File: src/rtl/common_pkg.sv
// Shared machine-wide types: memory address and data word.
package common;

    localparam int ADDR_W = 32;
    localparam int WORD_W = 32;

    typedef logic [ADDR_W-1:0] memaddr_t;
    typedef logic [WORD_W-1:0] word_t;

endpackage : common

File: src/rtl/cpu_common_pkg.sv
// CPU-side types shared by the cache front ends and the memory arbiter.
package cpu_common;

    import common::*;

    typedef enum logic {
        ICACHE = 1'b0,
        DCACHE = 1'b1
    } requester_id_t;

    // One registered memory request as it sits in the arbiter output stage.
    typedef struct packed {
        memaddr_t addr;
        word_t    wdata;
        logic     we;
    } mem_req_t;

    function automatic requester_id_t other_requester(input requester_id_t id);
        return (id == ICACHE) ? DCACHE : ICACHE;
    endfunction

endpackage : cpu_common

File: src/rtl/mem_arbiter_id_fifo.sv
// In-order FIFO of requester IDs for issued, unanswered memory requests.
// Head entry names the owner of the next memory response.
module id_fifo
    import cpu_common::*;
#(
    parameter int DEPTH = 4
) (
    input  logic          clk_i,
    input  logic          rst_ni,
    input  logic          push_i,
    input  requester_id_t push_id_i,
    input  logic          pop_i,
    output requester_id_t head_id_o,
    output logic          empty_o,
    output logic          full_o
);

    localparam int PTR_W = $clog2(DEPTH);

    typedef logic [PTR_W-1:0] ptr_t;
    typedef logic [PTR_W:0]   cnt_t;

    requester_id_t mem_q [DEPTH];
    requester_id_t mem_d [DEPTH];
    ptr_t          wr_ptr_q, wr_ptr_d;
    ptr_t          rd_ptr_q, rd_ptr_d;
    cnt_t          count_q,  count_d;
    logic          do_push;
    logic          do_pop;

    assign empty_o   = (count_q == '0);
    assign full_o    = (count_q == cnt_t'(DEPTH));
    assign head_id_o = mem_q[rd_ptr_q];

    // A push while full is legal only alongside a pop: the slot being
    // written is the head slot that is leaving in the same cycle.
    assign do_pop  = pop_i && !empty_o;
    assign do_push = push_i && (!full_o || pop_i);

    always_comb begin
        // NOTE: every combinational output gets a default first, so no path
        // leaves a signal unassigned and no latch is inferred.
        mem_d    = mem_q;
        wr_ptr_d = wr_ptr_q;
        rd_ptr_d = rd_ptr_q;
        count_d  = count_q;

        if (do_push) begin
            mem_d[wr_ptr_q] = push_id_i;
            wr_ptr_d        = wr_ptr_q + ptr_t'(1);
        end
        if (do_pop) begin
            rd_ptr_d = rd_ptr_q + ptr_t'(1);
        end

        case ({do_push, do_pop})
            2'b10:   count_d = count_q + cnt_t'(1);
            2'b01:   count_d = count_q - cnt_t'(1);
            default: count_d = count_q;
        endcase
    end

    // NOTE: sequential state uses non-blocking assignments so every flop
    // samples its pre-edge value regardless of statement order.
    always_ff @(posedge clk_i or negedge rst_ni) begin
        if (!rst_ni) begin
            wr_ptr_q <= '0;
            rd_ptr_q <= '0;
            count_q  <= '0;
        end else begin
            wr_ptr_q <= wr_ptr_d;
            rd_ptr_q <= rd_ptr_d;
            count_q  <= count_d;
        end
    end

    // NOTE: the storage array is deliberately not reset; an entry is only
    // read once the count says it was written, so reset logic buys nothing.
    always_ff @(posedge clk_i) begin
        mem_q <= mem_d;
    end

endmodule : id_fifo

File: src/rtl/mem_arbiter.sv
// Round-robin arbiter sharing one in-order memory port between the icache
// and dcache: registered request stage, combinational response routing.
module mem_arbiter
    import common::*;
    import cpu_common::*;
#(
    parameter int DEPTH = 4
) (
    input  logic     clk_i,
    input  logic     rst_ni,

    input  memaddr_t icache_req_addr_i,
    input  logic     icache_req_valid_i,
    output logic     icache_req_ready_o,
    output word_t    icache_resp_data_o,
    output logic     icache_resp_valid_o,
    input  logic     icache_resp_ready_i,

    input  memaddr_t dcache_req_addr_i,
    input  word_t    dcache_req_wdata_i,
    input  logic     dcache_req_we_i,
    input  logic     dcache_req_valid_i,
    output logic     dcache_req_ready_o,
    output word_t    dcache_resp_data_o,
    output logic     dcache_resp_valid_o,
    input  logic     dcache_resp_ready_i,

    output memaddr_t mem_req_addr_o,
    output word_t    mem_req_wdata_o,
    output logic     mem_req_we_o,
    output logic     mem_req_valid_o,
    input  logic     mem_req_ready_i,
    input  word_t    mem_resp_data_i,
    input  logic     mem_resp_valid_i,
    output logic     mem_resp_ready_o,

    output logic     spurious_o
);

    mem_req_t      out_q, out_d;
    logic          out_valid_q, out_valid_d;
    requester_id_t last_grant_q, last_grant_d;
    logic          spurious_q, spurious_d;

    requester_id_t grant_id;
    logic          grant_valid;
    logic          stage_free;
    logic          accept;
    logic          resp_hs;

    requester_id_t head_id;
    logic          fifo_empty;
    logic          fifo_full;
    logic          fifo_pop;

    // ------------------------------------------------------------------
    // Arbitration
    // ------------------------------------------------------------------
    always_comb begin
        grant_valid = 1'b0;
        grant_id    = ICACHE;
        case ({icache_req_valid_i, dcache_req_valid_i})
            2'b10: begin
                grant_valid = 1'b1;
                grant_id    = ICACHE;
            end
            2'b01: begin
                grant_valid = 1'b1;
                grant_id    = DCACHE;
            end
            2'b11: begin
                grant_valid = 1'b1;
                grant_id    = other_requester(last_grant_q);
            end
            default: begin
                grant_valid = 1'b0;
                grant_id    = ICACHE;
            end
        endcase
    end

    // Readies are gated by rst_ni so they drop the instant reset asserts.
    assign stage_free = !out_valid_q || mem_req_ready_i;
    assign accept     = rst_ni && stage_free && !fifo_full && grant_valid;

    assign icache_req_ready_o = accept && (grant_id == ICACHE);
    assign dcache_req_ready_o = accept && (grant_id == DCACHE);

    // ------------------------------------------------------------------
    // Output stage
    // ------------------------------------------------------------------
    always_comb begin
        out_d        = out_q;
        out_valid_d  = out_valid_q;
        last_grant_d = last_grant_q;

        if (accept) begin
            out_valid_d  = 1'b1;
            last_grant_d = grant_id;
            if (grant_id == ICACHE) begin
                out_d = '{addr: icache_req_addr_i, wdata: '0, we: 1'b0};
            end else begin
                out_d = '{addr: dcache_req_addr_i, wdata: dcache_req_wdata_i,
                          we: dcache_req_we_i};
            end
        end else if (mem_req_ready_i) begin
            out_valid_d = 1'b0;
        end
    end

    assign mem_req_valid_o = out_valid_q;
    assign mem_req_addr_o  = out_q.addr;
    assign mem_req_wdata_o = out_q.wdata;
    assign mem_req_we_o    = out_q.we;

    // ------------------------------------------------------------------
    // Response routing
    // ------------------------------------------------------------------
    assign icache_resp_data_o = mem_resp_data_i;
    assign dcache_resp_data_o = mem_resp_data_i;

    always_comb begin
        icache_resp_valid_o = 1'b0;
        dcache_resp_valid_o = 1'b0;
        mem_resp_ready_o    = 1'b0;

        if (fifo_empty) begin
            // Nobody is waiting: swallow the response so memory never hangs.
            mem_resp_ready_o = rst_ni;
        end else if (head_id == ICACHE) begin
            icache_resp_valid_o = mem_resp_valid_i;
            mem_resp_ready_o    = icache_resp_ready_i;
        end else begin
            dcache_resp_valid_o = mem_resp_valid_i;
            mem_resp_ready_o    = dcache_resp_ready_i;
        end
    end

    assign resp_hs    = mem_resp_valid_i && mem_resp_ready_o;
    assign fifo_pop   = resp_hs && !fifo_empty;
    assign spurious_d = spurious_q || (resp_hs && fifo_empty);
    assign spurious_o = spurious_q;

    // ------------------------------------------------------------------
    // State
    // ------------------------------------------------------------------
    always_ff @(posedge clk_i or negedge rst_ni) begin
        if (!rst_ni) begin
            out_q        <= '0;
            out_valid_q  <= 1'b0;
            last_grant_q <= ICACHE;
            spurious_q   <= 1'b0;
        end else begin
            out_q        <= out_d;
            out_valid_q  <= out_valid_d;
            last_grant_q <= last_grant_d;
            spurious_q   <= spurious_d;
        end
    end

    id_fifo #(
        .DEPTH(DEPTH)
    ) u_id_fifo (
        .clk_i     (clk_i),
        .rst_ni    (rst_ni),
        .push_i    (accept),
        .push_id_i (grant_id),
        .pop_i     (fifo_pop),
        .head_id_o (head_id),
        .empty_o   (fifo_empty),
        .full_o    (fifo_full)
    );

endmodule : mem_arbiter

File: config.mk
export PLATFORM = sky130hd
export DESIGN_NAME = mem_arbiter
export DESIGN_NICKNAME = d
export VERILOG_FILES = /design/src/rtl/common_pkg.sv /design/src/rtl/cpu_common_pkg.sv /design/src/rtl/mem_arbiter_id_fifo.sv /design/src/rtl/mem_arbiter.sv
export SDC_FILE = /design/constraint.sdc
export NUM_CORES = 1
export LEC_CHECK = 0
export BUFFER_PORTS_ARGS = -buffer_cell sky130_fd_sc_hd__buf_2
export CAP_MARGIN = 20
export CORE_AREA = 2 2 105 107
export CTS_CLUSTER_SIZE = 20
export DETAILED_ROUTE_END_ITERATION = 8
export DIE_AREA = 0 0 107 109
export GPL_ROUTABILITY_DRIVEN = 0
export GPL_TIMING_DRIVEN = 0
export PLACE_DENSITY = 0.72
export SLEW_MARGIN = 20
export SYNTH_ARGS = -nofsm -noshare
export SYNTH_HDL_FRONTEND = slang
export SYNTH_SLANG_ARGS = --single-unit
export TNS_END_PERCENT = 30
File: constraint.sdc
create_clock -name clk_i -period 2.8 [get_ports clk_i]
set_input_delay 0.28 -clock clk_i [delete_from_list [all_inputs] [get_ports clk_i]]
set_output_delay 0.28 -clock clk_i [all_outputs]
set_load 0.005 [all_outputs]
# After elaboration in Yosys (flattened, before gate mapping)
# Cells that the tools add are included.
# W data, S select, Z words.
[classes]
addsub = 4
order_cmp = 3
n_eq_ne = 6
muxes = 19
bitwise_logic = 3
reduce_logical = 21
[op_table]
columns = ["operator", "count"]
rows = [
  ["$mux W65", 1],
  ["$mux W1", 13],
  ["$logic_and A1 B1 Y1", 11],
  ["$eq A2 B2 Y1 const B", 3],
  ["$ge A3 B3 Y1 const B", 2],
  ["$not A2 Y3", 2],
  ["$pmux W3 S2", 1],
  ["$add A2 B1 Y2 const B", 2],
  ["$bwmux W4", 1],
  ["$eq A2 B1 Y1 const B", 2],
  ["$reduce_bool A2 Y1", 2],
  ["$add A3 B1 Y3 const B", 1],
  ["$eq A3 B3 Y1 const B", 1],
  ["$logic_not A1 Y1", 3],
  ["$logic_not A3 Y1", 1],
  ["$logic_or A1 B1 Y1", 3],
  ["$lt A3 B1 Y1 const B", 1],
  ["$reduce_or A3 Y1", 1],
  ["$sub A3 B1 Y3 const B", 1],
  ["$bmux W1 S2", 1],
  ["$demux W1 S2", 1],
  ["$pmux W1 S2", 1],
  ["$not A1 Y1", 1],
]
[word_totals]
regBits = 79
out_inout_bits = 136
word_cells = 69

# Longest topological paths before layout
[depth]
depth_word = 12
mapped_depth = 10
mapped_depth_nobuf = 10

# Cells and area by module
# From an unflattened synthesis, not the netlist that was laid out.
[hier_totals]
hier_cells = 369
area_unflattened_um2 = 4409.2
[by_module_without_submodules]
columns = ["module", "instances", "cells_each", "area_per_inst_um2"]
rows = [
  ["mem_arbiter", 1, 326, 3828.7],
  ["id_fifo", 1, 43, 580.6],
]

# Worst setup path after synthesis
# No wires, ideal clock.
[synth_timing]
kind = "reg-to-reg"
start = "register u_id_fifo.rd_ptr_q[1]"
end = "register u_id_fifo.count_q[2]"
setup_time_ns = 0.079
arrival_ns = 1.997
path_slack_ns = 0.724
stages_incl_launch_ff = 11
period_less_slack_ns = 2.076
cell_sequence = "dfrtp_1 > mux2i_1 > mux2i_1 > mux2i_1 > nor2_1 > ha_1 > inv_1 > fa_1 > xor2_1 > nor2_1 > xor2_1"
[synth_between]
elab_cells_between_ends = 15
[synth_rtl]
columns = ["element", "line", "text"]
rows = [
  ["start: declaration", "mem_arbiter_id_fifo.sv:26", "ptr_t rd_ptr_q, rd_ptr_d;"],
  ["start signal: assignment", "mem_arbiter_id_fifo.sv:72", "rd_ptr_q <= rd_ptr_d;"],
  ["$not A2 Y3 (not written as such) *", "mem_arbiter_id_fifo.sv:33", "assign head_id_o = mem_q[rd_ptr_q];"],
  ["$bmux W1 S2 *", "mem_arbiter_id_fifo.sv:33", ""],
  ["$mux W1 (not written as such) * (2 in a row)", "mem_arbiter_id_fifo.sv:33", ""],
  ["$mux W1 *", "mem_arbiter.sv:130", "end else if (head_id == ICACHE) begin"],
  ["$mux W1 *", "mem_arbiter.sv:127", "if (fifo_empty) begin"],
  ["$logic_and A1 B1 Y1 *", "mem_arbiter.sv:139", "assign resp_hs = mem_resp_valid_i && mem_resp_ready_o;"],
  ["$logic_and A1 B1 Y1 *", "mem_arbiter.sv:140", "assign fifo_pop = resp_hs && !fifo_empty;"],
  ["$logic_and A1 B1 Y1 *", "mem_arbiter_id_fifo.sv:37", "assign do_pop = pop_i && !empty_o;"],
  ["named net u_id_fifo.do_pop", "mem_arbiter_id_fifo.sv:29", "logic do_pop;"],
  ["$eq A2 B1 Y1 or $eq A2 B2 Y1 (tied branches)", "mem_arbiter_id_fifo.sv:56", "case ({do_push, do_pop})"],
  ["$pmux W3 S2 or $reduce_bool A2 Y1 (tied branches)", "-", ""],
  ["end signal: assignment", "mem_arbiter_id_fifo.sv:73", "count_q <= count_d;"],
  ["end: declaration", "mem_arbiter_id_fifo.sv:27", "cnt_t count_q, count_d;"],
]
# Mark *: on every way through the listed nets, which the timed path passes. The rest lies on a longest branch. The select of a mux whose other input is x is not followed.
# A chain may end at the register's enable or synchronous reset.

# Worst setup path after layout
[layout_timing]
start = "input rst_ni"
end = "register u_id_fifo.count_q[2]"
[layout_between]
elab_chain_len = 7
elab_cells_between_ends = 13
[layout_rtl]
columns = ["element", "line", "text"]
rows = [
  ["start: declaration", "mem_arbiter.sv:10", "input logic rst_ni,"],
  ["$mux W1", "mem_arbiter.sv:127", ""],
  ["$logic_and A1 B1 Y1", "mem_arbiter.sv:139", ""],
  ["$logic_and A1 B1 Y1", "mem_arbiter.sv:140", ""],
  ["$logic_or A1 B1 Y1", "mem_arbiter_id_fifo.sv:38", "assign do_push = push_i && (!full_o || pop_i);"],
  ["$logic_and A1 B1 Y1", "mem_arbiter_id_fifo.sv:38", ""],
  ["$eq A2 B1 Y1 or $eq A2 B2 Y1 (tied branches)", "mem_arbiter_id_fifo.sv:56", ""],
  ["$pmux W3 S2 or $reduce_bool A2 Y1 (tied branches)", "-", ""],
]
# Parallel ways exist; a longest one is shown, timed or not.

==> results.json <==
{
  "r2r_slack_ps": 470,
  "synth_top_area_share": 0.460,
  "met3_wirelength_um": 733,
  "status": "finished clean",
  "p_per_area_mw_per_mm2": 753,
  "drt-total-wl_um": 10800,
  "clock_sinks": 79,
  "drt-vias-per-instance": 4.49,
  "p_sw_frac": 0.356,
  "grt_max_degree": 42,
  "initialDrtViolationCount": 135,
  "endpoint_kind": "flop",
  "n_antenna_cell": 0,
  "intPower_mw": 2.76,
  "pwr-share-comb": 0.386,
  "post-route-period-util": 0.900,
  "root_buffer": "clkbuf_8",
  "p_leak_nw": 3.06,
  "slew_viol_final": 0,
  "fmax_mhz": 397,
  "hold_depth": 3,
  "ys_warn_count": 0,
  "cp-start-kind": "input port",
  "cp_data_required_time_ps": 3030,
  "clockPowerShare": 0.185,
  "finalPower_mw": 4.29,
  "floorplan.rows": 38,
  "seq_power_share": 0.430,
  "dr_wl_met2_um": 5620,
  "holdWs_ps": 153,
  "avgSynthCellArea_sq_um": 9.87,
  "cts_tree": "yes",
  "r2r-end": "u_id_fifo.count_q[2]",
  "wl_met1_um": 4330,
  "grt-ovfl-total": 0,
  "path_class": "input port to flop",
  "synth.net_count": 556,
  "clk_pin_slew_worst_paths_ps": 90,
  "worst_slew_pin_slew_ps": 531,
  "cts_buffers": 9,
  "syn_to_final_growth_pct": 39.7,
  "floorplan.die_area_sq_mm": 0.0117,
  "cts_buffer_depth": 2,
  "syn-cell-area_sq_mm": 0.00408,
  "synth_common_cells": "dfrtp_1, buf_4, inv_1, mux2i_1, nor2_1",
  "power_switching_mw": 1.53,
  "max_cap_violations": 0,
  "syn_inst": 413,
  "dr_total_vias": 3654,
  "numPortBuffers": 240,
  "min_from": "dcache_req_wdata_i[4]",
  "setup-violations-final": 0,
  "drc": 0,
  "synth_seq_cells": 79,
  "arrival_ps": 2760,
  "grt_use_total": 0.183,
  "grt_pass1_vias": 3571,
  "io_pins": 273,
  "start_util": 0.385,
  "yosysUniqueCellTypes": 28,
  "slew_headroom": 0.646,
  "coreArea_sq_mm": 0.0106,
  "drive_above_1_share": 0.514,
  "ys_seq_area_frac": 0.490,
  "grt_antenna_before_repair": 0,
  "min_to": "mem_req_wdata_o[4]",
  "drt_first_pass_iters": 4,
  "final_antenna_net_count": 0,
  "insertion_delay_ps": 350,
  "ctsResizeCount": 0,
  "min_path_type": "input port to flop",
  "post-dp-hpwl_um": 8470,
  "synth_edf_count": 4,
  "grt_first_pass_wirelength_um": 16800,
  "grt_setup_unrepaired": "false",
  "synthTopCellsByArea": "dfrtp_1, buf_4, mux2i_1, a21oi_1, nand3_1",
  "fin_crit_ps": 2520,
  "final_util": 0.537,
  "r2r_cells": 10,
  "die_h_um": 109,
  "synth_flop_cell": "dfrtp_1",
  "finalNetCount": 811,
  "top_layer_used": "met4",
  "wl_per_cell_um": 13.3,
  "critPathMaxFanout": 41,
  "skew_ps": 6.20,
  "h-tree-depth": 3,
  "hold_violations": 0,
  "postSynth.asyncResetShare": 0.949,
  "synth_area_leader_cell": "dfrtp_1",
  "ir_drop_mv": 0.392,
  "fp.dieW_um": 107,
  "worstReg2RegStart": "u_id_fifo.rd_ptr_q[1]",
  "synthMostInstantiatedCell": "dfrtp_1"
}
-- placed cells by master (no fill, tap or decap), drive strengths merged, types with 4 or more instances in the layout --
| cell | Yosys | final |
|---|---|---|
| nor2 | 38 | 38 |
| ha | 5 | 5 |
| buf | 84 | 327 |
| nand3 | 33 | 33 |
| dfrtp | 75 | 75 |
| a21oi | 34 | 34 |
| inv | 39 | 40 |
| and2 | 5 | 5 |
| edfxtp | 4 | 4 |
| clkbuf | 2 | 12 |
| o21ai | 36 | 36 |
| mux2i | 39 | 39 |
-- registers in the layout, indices dropped and copies added, names as in the netlist --
register and cells:
mem_req_addr_o 32, u_id_fifo.count_q 3, mem_req_valid_o 1, u_id_fifo.wr_ptr_q 2, spurious_o 1, mem_req_we_o 1, u_id_fifo.rd_ptr_q 2, last_grant_q 1
u_id_fifo.mem_q 4, mem_req_wdata_o 32
-- per-stage QoR --
step                      setup TNS (ps)  cells  worst slack (ps)  area [sq um]
after global placement            -22080    793              -895          5450
after floorplan                        0    413               724          4080
after CTS                              0    812              46.6          5690
after detailed placement            -325    794              -175          5480
final                                  0    813               279          5700
after global routing                   0    813              40.8          5700
-- cells by family (layout without fill, tap and decap cells) --
kind of cell	Yosys count	count (layout)	share of synthesized area
muxes	39	39	0.0957
buffers and inverters	125	385	0.192
AOI/OAI and AO/OA	75	75	0.0973
xor gates and xnor gates	5	5	0.0107
DFF	79	79	0.490
and+or+nand+nor	84	84	0.0939
adders and majority gates	6	6	0.0203
-- routing by layer --
layer / up-vias / GRT usage
met1: 1698 / 0.218
met4: 0 / 0.0686
met5: - / 0
met2: 156 / 0.328
met3: 12 / 0.0371
li1: 1788 / -
-- critical path, stage by stage --
cell	delay, ps
dlygate4sd3_1	530
buf_4	160
buf_12	230
o21ai_1	150
a211oi_2	210
buf_2	260
inv_1	110
ha_1	220
inv_1	80
fa_1	170
xor2_1	150
nor2_1	60
xor2_1	140
-- layout make-up --
type / count / area [sq um]
fill: 990 / 4910
sequential: 79 / 2000
multi-input combinational: 209 / 1300
timing repair buffer: 244 / 1260
buffer: 86 / 638
tap: 140 / 175
inverter: 39 / 146
clock buffer: 10 / 138
clock inverter: 6 / 45.0
-- power by group through the flow --
stage / logic, mW / registers (mW) / clock network (mW)
after CTS: 1.68 / 1.84 / 0.824
after global placement: 1.61 / 1.83 / 0
after detailed placement: 1.67 / 1.85 / 0
after floorplan: 0.878 / 1.87 / 0
final: 1.65 / 1.84 / 0.792
after global routing: 1.86 / 1.90 / 0.871
-- how the worst max path moves through the flow --
| stage | from | end | slack, ps | cells past startpoint |
|---|---|---|---|---|
| global placement | rst_ni | u_id_fifo.count_q[2] | -900 | 11 |
| CTS | rst_ni | u_id_fifo.count_q[2] | 50 | 13 |
| global route | rst_ni | u_id_fifo.count_q[2] | 40 | 13 |
| detailed placement | rst_ni | u_id_fifo.count_q[2] | -180 | 12 |
| finish | rst_ni | u_id_fifo.count_q[2] | 280 | 13 |
| floorplan | u_id_fifo.rd_ptr_q[1] | u_id_fifo.count_q[2] | 720 | 10 |
-- repair_timing --
action	in CTS	in global routing
hold buffers	2	0
endpoints found under the setup margin	0	3
buffers inserted	0	1
endpoints found under the hold margin	35	0
Power figures use the tool's default switching activity.
